<file path="config.mk">
export PLATFORM = sky130hd
export DESIGN_NAME = gerador_janelas
export DESIGN_NICKNAME = d
export VERILOG_FILES = /design/src/rtl/gerador_janelas.sv
export SDC_FILE = /design/constraint.sdc
export NUM_CORES = 1
export LEC_CHECK = 0
export ABC_AREA = 1
export BUFFER_PORTS_ARGS = -buffer_cell sky130_fd_sc_hd__buf_2
export CORE_MARGIN = 5
export CORE_UTILIZATION = 60
export CTS_CLUSTER_DIAMETER = 80
export DETAILED_ROUTE_END_ITERATION = 12
export PLACE_DENSITY = 0.8
export REMOVE_ABC_BUFFERS = 1
export SYNTH_ARGS = -nofsm -noshare
export SYNTH_HDL_FRONTEND = slang
export SYNTH_SLANG_ARGS = --single-unit
export TNS_END_PERCENT = 20
</file>
<file path="constraint.sdc">
create_clock -name Clock -period 3.7 [get_ports Clock]
set_clock_uncertainty 0.2 [all_clocks]
set_input_delay 0.74 -clock Clock [delete_from_list [all_inputs] [get_ports Clock]]
set_output_delay 0.74 -clock Clock [all_outputs]
set_load 0.05 [all_outputs]
</file>
<file path="src/rtl/gerador_janelas.sv">
// Multi-channel window generator driven by a shared period counter.
// Continuous or one-shot counting; each channel goes low inside (start, end).
module gerador_janelas #(
  parameter int WIDTH         = 9,
  parameter int CHANNELS      = 4,
  parameter int PERIODO_RESET = 499,
  parameter int INICIO_RESET  = 19,
  parameter int FIM_RESET     = 90
) (
  input  logic                        Clock,
  input  logic                        Reset_n,
  input  logic                        Enable,
  input  logic                        Modo,
  input  logic                        Start,
  input  logic [WIDTH-1:0]            Periodo,
  input  logic                        Wr,
  input  logic [$clog2(CHANNELS)-1:0] WrCanal,
  input  logic [WIDTH-1:0]            WrInicio,
  input  logic [WIDTH-1:0]            WrFim,
  output logic [WIDTH-1:0]            count,
  output logic [CHANNELS-1:0]         f,
  output logic                        Fim,
  output logic                        Ativo
);

  localparam int CW = $clog2(CHANNELS);

  logic [WIDTH-1:0] periodo_q;
  logic             modo_q;
  logic             run_q;
  logic [WIDTH-1:0] inicio_q [CHANNELS];
  logic [WIDTH-1:0] fim_q    [CHANNELS];
  logic             idle;
  logic             wrap;

  assign idle = modo_q && !run_q;
  assign wrap = !idle && (count == periodo_q);

  // Period and mode are only re-sampled at a wrap or while idle,
  // so a running period is never cut short.
  always_ff @(posedge Clock or negedge Reset_n) begin
    if (!Reset_n) begin
      count     <= '0;
      periodo_q <= WIDTH'(PERIODO_RESET);
      modo_q    <= 1'b0;
      run_q     <= 1'b0;
      Fim       <= 1'b0;
      Ativo     <= 1'b0;
    end else if (!Enable) begin
      Fim <= 1'b0;
    end else begin
      Fim <= 1'b0;
      unique case (1'b1)
        idle: begin
          periodo_q <= Periodo;
          modo_q    <= Modo;
          run_q     <= Modo && Start;
          Ativo     <= !Modo || Start;
        end
        wrap: begin
          count     <= '0;
          Fim       <= 1'b1;
          periodo_q <= Periodo;
          modo_q    <= Modo;
          run_q     <= 1'b0;
          Ativo     <= !Modo;
        end
        default: begin
          count <= count + WIDTH'(1);
          Ativo <= 1'b1;
        end
      endcase
    end
  end

  always_ff @(posedge Clock or negedge Reset_n) begin
    if (!Reset_n) begin
      f <= '1;
    end else if (Enable) begin
      for (int i = 0; i < CHANNELS; i++) begin
        f[i] <= !((count > inicio_q[i]) && (count < fim_q[i]));
      end
    end
  end

  // Out-of-range channel indices match no entry and are dropped.
  always_ff @(posedge Clock or negedge Reset_n) begin
    if (!Reset_n) begin
      for (int i = 0; i < CHANNELS; i++) begin
        inicio_q[i] <= WIDTH'(INICIO_RESET);
        fim_q[i]    <= WIDTH'(FIM_RESET);
      end
    end else begin
      for (int i = 0; i < CHANNELS; i++) begin
        if (Wr && (WrCanal == CW'(i))) begin
          inicio_q[i] <= WrInicio;
          fim_q[i]    <= WrFim;
        end
      end
    end
  end

endmodule
</file>
Word level (Yosys, flattened, before mapping)
Index checks and enable logic that the tools add are counted.
{ "totals": {"register_bits": 98, "inputBits": 35, "out_inout_bits": 15, "word_cells": 59} }
{ "classes": {"addsub": 1, "magnitude_cmp": 8, "eq_ne": 4, "mux": 5, "bitwise_logic": 1, "reduce_logical": 25} }
{ "op_table": {"columns": ["op", "n"], "rows": [
  ["> comparator 9 bit", 4],
  ["less-than comparator 9 bit", 4],
  ["case mux 9 bit (2 select lines)", 1],
  ["logical AND 1 bit", 11],
  ["adder 9 x 1 -> 9 bit (second input constant)", 1],
  ["equality test 9 bit", 1],
  ["logical NOT 1 bit", 7],
  ["AND reduction 2 bit", 3],
  ["equality test 2 bit (second input constant)", 2],
  ["case mux 1 bit (2 select lines)", 2],
  ["equality test 2 x 1 -> 1 bit (second input constant)", 1],
  ["logical NOT 2 bit", 1],
  ["2-to-1 mux 1 bit", 2],
  ["nonzero test 2 bit", 1],
  ["OR reduction 2 bit", 1],
  ["logical OR 1 bit", 1],
  ["inverter 1 bit", 1]
]} }

Depth between registers and ports, before layout
Gate-level depths: netlist of the first run.
{ "depth": {"depth_word": 6, "depth_mapped": 12} }

Worst setup path before layout of the first run
OpenSTA, ideal clock, no wires.
{ "synth_timing": {"path_type": "register to register", "startpoint": "reg count[4]", "endpoint": "reg periodo_q[3]", "arrival_time_ns": 1.709, "required_time_ns": 3.384, "setup_slack_ns": 1.675, "path_stages_with_launch": 11, "path_buffers": 2, "period_less_slack_ns": 2.025, "path_cell_list": "dfrtp_1 buf_6 xnor2_2 nand3_1 nor2_2 nand2_2 nand2_2 nand2_2 buf_6 nand2_1 nand2_1"} }
{ "synth_between": {"elab_chain_len": 4} }
{ "synth_lines": {"columns": ["element", "line", "text"], "rows": [
  ["start: declaration", "20", "output logic [WIDTH-1:0] count,"],
  ["start signal: assignment", "69", "count <= count + WIDTH'(1);"],
  ["equality test 9 bit", "37", "assign wrap = !idle && (count == periodo_q);"],
  ["logical AND 1 bit", "37", null],
  ["OR reduction 2 bit (no source line)", null, null],
  ["AND reduction 2 bit (no source line)", null, null],
  ["end signal: assignment", "44", "periodo_q <= WIDTH'(PERIODO_RESET);"],
  ["end signal: assignment", "55", "periodo_q <= Periodo;"],
  ["end signal: assignment", "63", "periodo_q <= Periodo;"],
  ["end: declaration", "28", "logic [WIDTH-1:0] periodo_q;"]
]} }
Every way passes these cells.
A chain may end at the register's enable or synchronous reset.

Worst setup path after layout of the first run
{ "layout_timing": {"startpoint": "reg count[4]", "endpoint": "out count[4]"} }
No word-level cell between the ends.

==> flow_summary_export.csv, run 1 <==
group,metric,value,unit
drt,drc,0,
sta,fin_worst_hold_slack,281,ps
setup_path,reg2reg_from,"count[4]",
drt,drtIter0Drc,210,
global_route,grt_max_degree,91,
sta,finalSetupViolations,0,
setup_path,cp_top_family,"flip-flops",
worst_hold_path,hold_depth,2,
synth,synth_area_per_cell,8.30,sq um
setup_path,cp-startpoint,"count[4]",
power_and_ir_drop,ir_worst_vdd,364,uV
power_and_ir_drop,p_sw_frac,0.441,
worst_hold_path,hp-class,"reg -> reg",
setup_path,crit_chain,"buf_2",
drt,ant_nets,0,
finish,final_util,0.677,
drt,wl_per_cell,14.5,um
clock_network,cts_buffers,9,
drt,num_vias,4595,
power_and_ir_drop,clkPwrFrac,0.164,
placed_design,dp.cells,856,
drt,routed_via_density,5.27,
clock_network,post_cts_buffers,0,
worst_hold_path,hold-path-endpoint,"periodo_q[7]",
clock_network,cts_resized,0,
setup_path,rr_endpoint,"run_q",
global_route,grt_pass1_wl,21900,um
setup_path,path_buf_inv,1,
global_route,grt_overflow_total,0,
power_and_ir_drop,comb_power_share,0.441,
clock_network,ctsHoldBuffers,0,
finish,n_antenna_cell,0,
synth,async_flop_share,1.00,
placed_design,place.gp.congestion,0.859,
global_route,antenna_found_initial,0,
clock_network,cts_tree,"yes",
flow_run,maxCapViolations,0,
setup_path,crit_slowest_cell,"dfrtp_1",
die,die-area,11600,sq um
drt,dr.pass1.iters,4,
synth,ys.flop_type,"dfrtp_1",
die,io_pins,50,
power_and_ir_drop,p_sw,1.95,mW
synth,ys_warn_count,0,
finish,instances_no_fill,872,
setup_path,start_kind,"register",
finish,areaGrowthSynthToFinish,9.57,%
clock_network,clk_latency,370,ps
run_status,status,"finished, final reports clean",
sta,rsz0062_at_grt,"no",
die,start_util,0.618,
sta,period_share,0.694,
clock_network,path_clk_slew,100,ps
power_and_ir_drop,internal_power,2.46,mW
synth,ys_seq_elements,98,
clock_network,root_buffer,"clkbuf_8",
synth,synth_edf_count,0,
setup_path,worstPathMaxFanout,16,
setup_path,rrSetupSlack,1390,ps
die,die_x,108,um
synth,ys_seq_area_frac,0.436,
finish,drive_gt1_frac,0.174,
sta,fin_setup_tns,0,ps
finish,fillers,769,
setup_path,endpoint_kind,"output pin",
sta,max_freq,389,MHz
sta,hold_violations,0,
power_and_ir_drop,leakage,3.25,nW
clock_network,cts_max_path_buffers,2,
setup_path,r2r_cells,8,
synth,synth.distinct_cells,33,
power_and_ir_drop,power_frac_seq,0.395,
sta,max_slew_margin,0.270,
setup_path,slowest_delay,860,ps
sta,slew_violations,0,
setup_path,worst-setup-path-type,"reg -> out",
synth,synthCells,691,
power_and_ir_drop,powerDensity,701,nW/um^2
drt,route.final.wire_length,12600,um
setup_path,required,2760,ps
die,die_h,108,um
setup_path,arrival,1630,ps
global_route,grt_pass1_vias,4736,
placed_design,io_buffers,49,
die,rows,35,
global_route,grt_use_total,0.237,
worst_hold_path,worstHoldStart,"periodo_q[7]",
clock_network,cts.sink_count,98,
die,core_area,9280,sq um
clock_network,cts_max_level,3,
synth,syn-cell-area,5740,sq um
sta,worst_slew_pin_slew,1090,ps
finish,nets,842,
sta,finalCriticalPeriod,2570,ps
placed_design,dpl.hpwl,9190,um
[cell usage in the layout (no fill, tap or decap), types with 5 or more instances in the layout]
cell type,synthesis,layout
buf_2,1,48
a21oi_1,25,25
nor2_1,31,31
inv_2,5,5
ha_1,69,69
dfrtp_1,59,59
buf_4,1,5
dfstp_2,39,39
clkbuf_8,0,10
inv_1,107,107
nand3_1,42,42
o21ai_0,89,89
nand4_1,6,6
or2_2,5,5
nand2_1,161,161
[layer usage]
layer / track usage / share of wire / vias to the layer above
li1: - / - / 2315
met1: 0.309 / 0.44 / 2168
met2: 0.403 / 0.49 / 92
met3: 0.0378 / 0.058 / 20
met4: 0.0748 / 0.016 / 0
met5: 0 / 0 / -
[cell type report]
cell class	count	area, sq um	area share
clock buffer	11	141	0.0225
clock inverter	5	60.1	0.00955
inverter	112	420	0.0669
multi-input combinational	464	2730	0.433
sequential	98	2500	0.398
tap	129	161	0.0257
timing repair buffer	53	278	0.0442
[state kept, by name, summed over array words and instances (netlist names)]
| signal | flops |
|---|---|
| Fim | 1 |
| fim_q | 36 |
| f | 4 |
| modo_q | 1 |
| run_q | 1 |
| count | 9 |
| Ativo | 1 |
| inicio_q | 36 |
| periodo_q | 9 |
[logic make-up (layout without fill, tap and decap cells)]
kind of cell,count (synthesis),after routing,share of synthesized area
simple gates,265,265,0.202
compound gates,124,124,0.112
flops,98,98,0.436
buf+inv,129,181,0.0892
fa+ha+maj,69,69,0.150
xor+xnor,6,6,0.0105
[through the flow]
step	setup slack (ps)	power [mW]	cell area, sq um
6_report	1130	4.41	6290
5_1_grt	1090	4.80	6290
4_1_cts	1140	4.43	6290
3_5_place_dp	1330	3.70	6090
3_3_place_gp	1410	3.57	6090
2_1_floorplan	1590	3.11	5650
[cells in the mapped netlist, types with 6 or more instances]
library cell | count | area [sq um]
o21ai_0 | 89 | 445
ha_1 | 69 | 863
a21oi_1 | 25 | 125
nand2_1 | 161 | 604
nand4_1 | 6 | 37.5
clkbuf_1 | 12 | 45.0
dfstp_2 | 39 | 1020
inv_1 | 107 | 402
dfrtp_1 | 59 | 1480
nor2_1 | 31 | 116
nand3_1 | 42 | 210
[worst max path at each step]
stage	slack, ps	end	cells past startpoint
2_1_floorplan	1590	run_q	8
3_3_place_gp	1410	count[7]	8
3_5_place_dp	1330	fim_q[23]	5
4_1_cts	1140	count[4]	1
5_1_grt	1090	count[4]	1
6_report	1130	count[4]	1
[power groups by stage]
stage,clock network [mW],registers [mW],logic (mW)
5_1_grt,0.776,1.78,2.25
3_3_place_gp,0,1.74,1.83
2_1_floorplan,0,1.85,1.26
6_report,0.721,1.74,1.94
3_5_place_dp,0,1.75,1.94
4_1_cts,0.731,1.74,1.96
[worst register-to-register path, cell delays in order (launching register included)]
cell and delay (ps):
dfrtp_1 860, xnor2_2 180, nand3_1 110, nor2_2 160, nand2_2 90, nand2_2 200
nand2_2 220, nand2_1 100, o21ai_0 80
(Power assumes the default switching activity.)
==> inputs of run 2 (changes only) <==
clock period = 2.7 ns   (was 3.7 ns; I/O delays follow)
==> run 2 against run 1 <==
Against the previous run:
- die area unchanged
- final area rose by 0.70%
- total power up 37%
- critical path depth unchanged
- cell count grew 0.46%
- first-iteration DRC count is 54% higher
- largest power group unchanged
==> flow_summary_export.csv, run 2 (synthesized netlist as in run 1, its figures left out) <==
group,metric,value,unit
sta,worst_slew_pin_slew,709,ps
setup_path,reg2reg_from,"count[8]",
setup_path,crit_slowest_cell,"dfrtp_1",
global_route,grt_max_degree,48,
placed_design,place_area,6120,sq um
clock_network,post_cts_buffers,0,
finish,n_antenna_cell,0,
drt,ant_nets,0,
sta,rsz0062_at_grt,"no",
power_and_ir_drop,clkPwrFrac,0.159,
setup_path,cp-startpoint,"count[4]",
drt,num_vias,4655,
sta,period_share,0.853,
finish,nets,846,
power_and_ir_drop,powerDensity,955,nW/um^2
power_and_ir_drop,internal_power,3.40,mW
setup_path,path_buf_inv,1,
clock_network,cts_resized,0,
die,rows,35,
drt,dr.pass1.iters,5,
placed_design,io_buffers,49,
setup_path,required,1960,ps
sta,max_freq,434,MHz
drt,routed_via_density,5.31,
die,die_h,108,um
power_and_ir_drop,power_frac_seq,0.395,
clock_network,cts_max_path_buffers,2,
run_status,status,"finished, final reports clean",
global_route,grt_overflow_total,0,
finish,layout_commonest_cell,"nand2_1",
finish,drive_gt1_frac,0.174,
sta,fin_setup_tns,0,ps
drt,drtIter0Drc,323,
clock_network,cts.sink_count,98,
sta,finalCriticalPeriod,2300,ps
clock_network,cts_buffers,9,
placed_design,dpl.hpwl,9790,um
sta,max_slew_margin,0.527,
setup_path,worst-setup-path-type,"reg -> out",
drt,route.final.wire_length,13100,um
clock_network,cts_tree,"yes",
setup_path,cp_top_family,"flip-flops",
power_and_ir_drop,p_sw,2.65,mW
sta,hold_violations,0,
die,io_pins,50,
placed_design,dp.cells,859,
clock_network,path_clk_slew,100,ps
finish,final_design_area_no_fill,6330,sq um
global_route,grt_use_total,0.240,
power_and_ir_drop,ir_worst_vdd,500,uV
drt,wl_per_cell,15.0,um
worst_hold_path,worstHoldStart,"Periodo[7]",
clock_network,root_buffer,"clkbuf_8",
die,die-area,11600,sq um
power_and_ir_drop,p_sw_frac,0.438,
setup_path,worstPathMaxFanout,16,
sta,finalSetupViolations,0,
die,core_area,9280,sq um
power_and_ir_drop,comb_power_share,0.446,
finish,fillers,787,
setup_path,endpoint_kind,"output pin",
setup_path,start_kind,"register",
power_and_ir_drop,leakage,3.27,nW
finish,largestRegisters,"fim_q (36), inicio_q (36)",
setup_path,slowest_delay,810,ps
die,die_x,108,um
setup_path,arrival,1560,ps
flow_run,maxCapViolations,0,
finish,instances_no_fill,876,
global_route,grt_pass1_wl,22000,um
placed_design,place.gp.congestion,0.953,
setup_path,crit_chain,"buf_2",
global_route,grt_pass1_vias,4646,
global_route,antenna_found_initial,0,
drt,drc,0,
worst_hold_path,hp-class,"in -> reg",
die,start_util,0.618,
clock_network,clk_latency,360,ps
clock_network,cts_max_level,3,
sta,slew_violations,0,
finish,layout_common_cells,"161 x nand2_1, 107 x inv_1, 89 x o21ai_0, 69 x ha_1, 59 x dfrtp_1",
finish,areaGrowthSynthToFinish,10.3,%
run 2: cell type report:
| cell class | instances | area, sq um | share of cell area |
|---|---|---|---|
| Clock inverter | 2 | 37.5 | 0.00593 |
| Clock buffer | 14 | 163 | 0.0257 |
| Inverter | 112 | 420 | 0.0664 |
| Multi-Input combinational cell | 464 | 2730 | 0.430 |
| Sequential cell | 98 | 2500 | 0.395 |
| Timing Repair Buffer | 57 | 323 | 0.0510 |
| Tap cell | 129 | 161 | 0.0255 |
run 2: layer usage:
| metal | wire length [um] | up-vias | GRT usage |
|---|---|---|---|
| met2 | 6120 | 138 | 0.397 |
| met3 | 810 | 17 | 0.0378 |
| li1 | - | 2327 | - |
| met4 | 171 | 0 | 0.0559 |
| met5 | 0 | - | 0 |
| met1 | 6050 | 2173 | 0.333 |
run 2: per-stage QoR:
stage | worst slack [ps] | util | power (mW) | hold slack, ps
global route | 310 | 0.682 | 6.58 | 187
finish | 397 | 0.682 | 6.05 | 188
detailed placement | 521 | 0.659 | 5.07 | 272
CTS | 420 | 0.682 | 6.06 | 178
global placement | 575 | 0.659 | 4.94 | 258
floorplan | 594 | - | 4.26 | 44.4
run 2: power groups by stage:
stage | sequential (mW) | combinational (mW) | clock (mW)
2_1_floorplan | 2.53 | 1.73 | 0
3_3_place_gp | 2.39 | 2.55 | 0
3_5_place_dp | 2.40 | 2.67 | 0
4_1_cts | 2.38 | 2.70 | 0.983
5_1_grt | 2.44 | 3.09 | 1.06
6_report | 2.39 | 2.70 | 0.960
run 2: path summary, 6_finish.rpt:
check,endpoint,slack [ps],cells after the start
max in group asynchronous,inicio_q[1],1060,3
worst min register to register,periodo_q[7],280,2
worst max register to register,run_q,520,11
min in group asynchronous,modo_q,510,2
worst max-delay path,count[4],400,1
worst min-delay path,periodo_q[7],190,3
run 2: repair_timing:
item | CTS | global route
endpoints found under the setup margin | 0 | 0
hold endpoints to repair | 15 | 0
hold buffers | 1 | 0
==> inputs of run 3 (changes only) <==
CORE_UTILIZATION = 36   (was 60)
PLACE_DENSITY = unset   (was 0.8)
==> run 3 against run 2 <==
Against the previous run:
- global-route usage fell by 8.2 points
- clock power increased by 45%
- utilization shrank 27 points
- sequential cell count stayed put
- cell count grew 10%
- total power rose by 6.2%
- count of clock-buffer cells in the layout shrank 3
- largest power group unchanged
- highest routed layer unchanged
==> flow_summary_export.csv, run 3 (synthesized netlist as in run 1, its figures left out) <==
group,metric,value,unit
finish,final_util,0.416,
global_route,grt_use_total,0.158,
setup_path,cp_top_family,"flip-flops",
drt,drtIter0Drc,218,
drt,wl_per_cell,14.2,um
setup_path,slowest_delay,780,ps
drt,drc,0,
setup_path,path_buf_inv,1,
finish,largestRegisters,"fim_q (36), inicio_q (36)",
setup_path,crit_chain,"buf_2",
sta,finalSetupViolations,0,
worst_hold_path,hp-class,"in -> reg",
setup_path,crit_slowest_cell,"dfrtp_1",
sta,layout_setup_ws,421,ps
power_and_ir_drop,powerDensity,979,nW/um^2
global_route,grt_pass1_wl,22900,um
drt,ant_nets,0,
die,die_x,136,um
die,rows,46,
sta,max_slew_margin,0.548,
placed_design,place_area,6240,sq um
sta,rsz0062_at_grt,"no",
drt,route.final.wire_length,13700,um
placed_design,io_buffers,49,
setup_path,endpoint_kind,"output pin",
drt,routed_via_density,4.64,
global_route,grt_max_degree,44,
die,die-area,18600,sq um
drt,num_vias,4471,
clock_network,path_clk_slew,70,ps
setup_path,start_kind,"register",
drt,dr.pass1.iters,4,
finish,layout_commonest_cell,"nand2_1",
clock_network,cts.sink_count,98,
power_and_ir_drop,ir_worst_vdd,435,uV
finish,nets,847,
global_route,grt_overflow_total,0,
setup_path,arrival,1540,ps
clock_network,root_buffer,"clkbuf_16",
finish,drive_gt1_frac,0.176,
setup_path,required,1960,ps
finish,n_antenna_cell,0,
power_and_ir_drop,internal_power,3.72,mW
power_and_ir_drop,power_frac_seq,0.372,
run_status,status,"finished, final reports clean",
global_route,antenna_found_initial,0,
finish,fillers,1631,
clock_network,cts_max_level,3,
power_and_ir_drop,comb_power_share,0.411,
setup_path,worst-setup-path-type,"reg -> out",
die,io_pins,50,
sta,period_share,0.844,
sta,hold_violations,0,
finish,areaGrowthSynthToFinish,14.3,%
die,start_util,0.364,
flow_run,maxCapViolations,0,
clock_network,cts_tree,"yes",
sta,fin_setup_tns,0,ps
setup_path,worstPathMaxFanout,16,
power_and_ir_drop,clkPwrFrac,0.217,
finish,layout_common_cells,"161 x nand2_1, 107 x inv_1, 89 x o21ai_0, 69 x ha_1, 59 x dfrtp_1",
die,die_h,136,um
placed_design,dpl.hpwl,10000,um
placed_design,place.gp.congestion,0.804,
sta,slew_violations,0,
sta,finalCriticalPeriod,2280,ps
die,core_area,15800,sq um
sta,fin_worst_hold_slack,201,ps
sta,worst_slew_pin_slew,677,ps
power_and_ir_drop,p_sw_frac,0.420,
clock_network,cts_buffers,9,
sta,max_freq,439,MHz
finish,final_design_area_no_fill,6560,sq um
placed_design,pre_cts_slack,519,ps
clock_network,cts_max_path_buffers,2,
clock_network,clk_latency,360,ps
power_and_ir_drop,leakage,3.33,nW
power_and_ir_drop,p_sw,2.70,mW
global_route,grt_pass1_vias,4445,
## run 3: worst paths after layout
check,start,to,slack [ps],depth (start not counted)
max,count[4],count[4],420,1
min,Periodo[5],periodo_q[5],200,3
max reg2reg,count[4],f[1],530,7
min reg2reg,periodo_q[0],periodo_q[0],270,2
max in group asynchronous,Reset_n,periodo_q[7],1080,3
min in group asynchronous,Reset_n,inicio_q[34],520,2
## run 3: what timing repair did
item | CTS | global route
hold endpoints to repair | 24 | 0
resized for setup | 0 | 0
hold buffers | 1 | 0
buffers inserted | 0 | 0
## run 3: area by class of cell
type	instances	area, sq um	area share
tap	216	270	0.0412
multi-input combinational	464	2730	0.415
inverter	112	420	0.0641
clock inverter	5	78.8	0.0120
clock buffer	11	233	0.0355
timing repair buffer	58	330	0.0504
sequential	98	2500	0.381
## run 3: power by group through the flow
stage / Clock (mW) / Combinational [mW] / Sequential (mW)
after floorplan: 0 / 1.73 / 2.53
after global placement: 0 / 2.62 / 2.41
after detailed placement: 0 / 2.65 / 2.41
after CTS: 1.43 / 2.67 / 2.39
after global routing: 1.48 / 3.07 / 2.44
final: 1.39 / 2.64 / 2.39
## run 3: metal layers
metal	track usage	vias to the layer above	wire (um)
li1	-	2324	-
met1	0.228	2070	7110
met2	0.241	65	5890
met3	0.0385	12	557
met4	0.0381	0	177
met5	0	-	0
## run 3: per-stage QoR
stage	power, mW	instances
floorplan	4.26	674
global placement	5.03	947
detailed placement	5.06	947
CTS	6.49	964
global route	6.99	964
finish	6.42	964
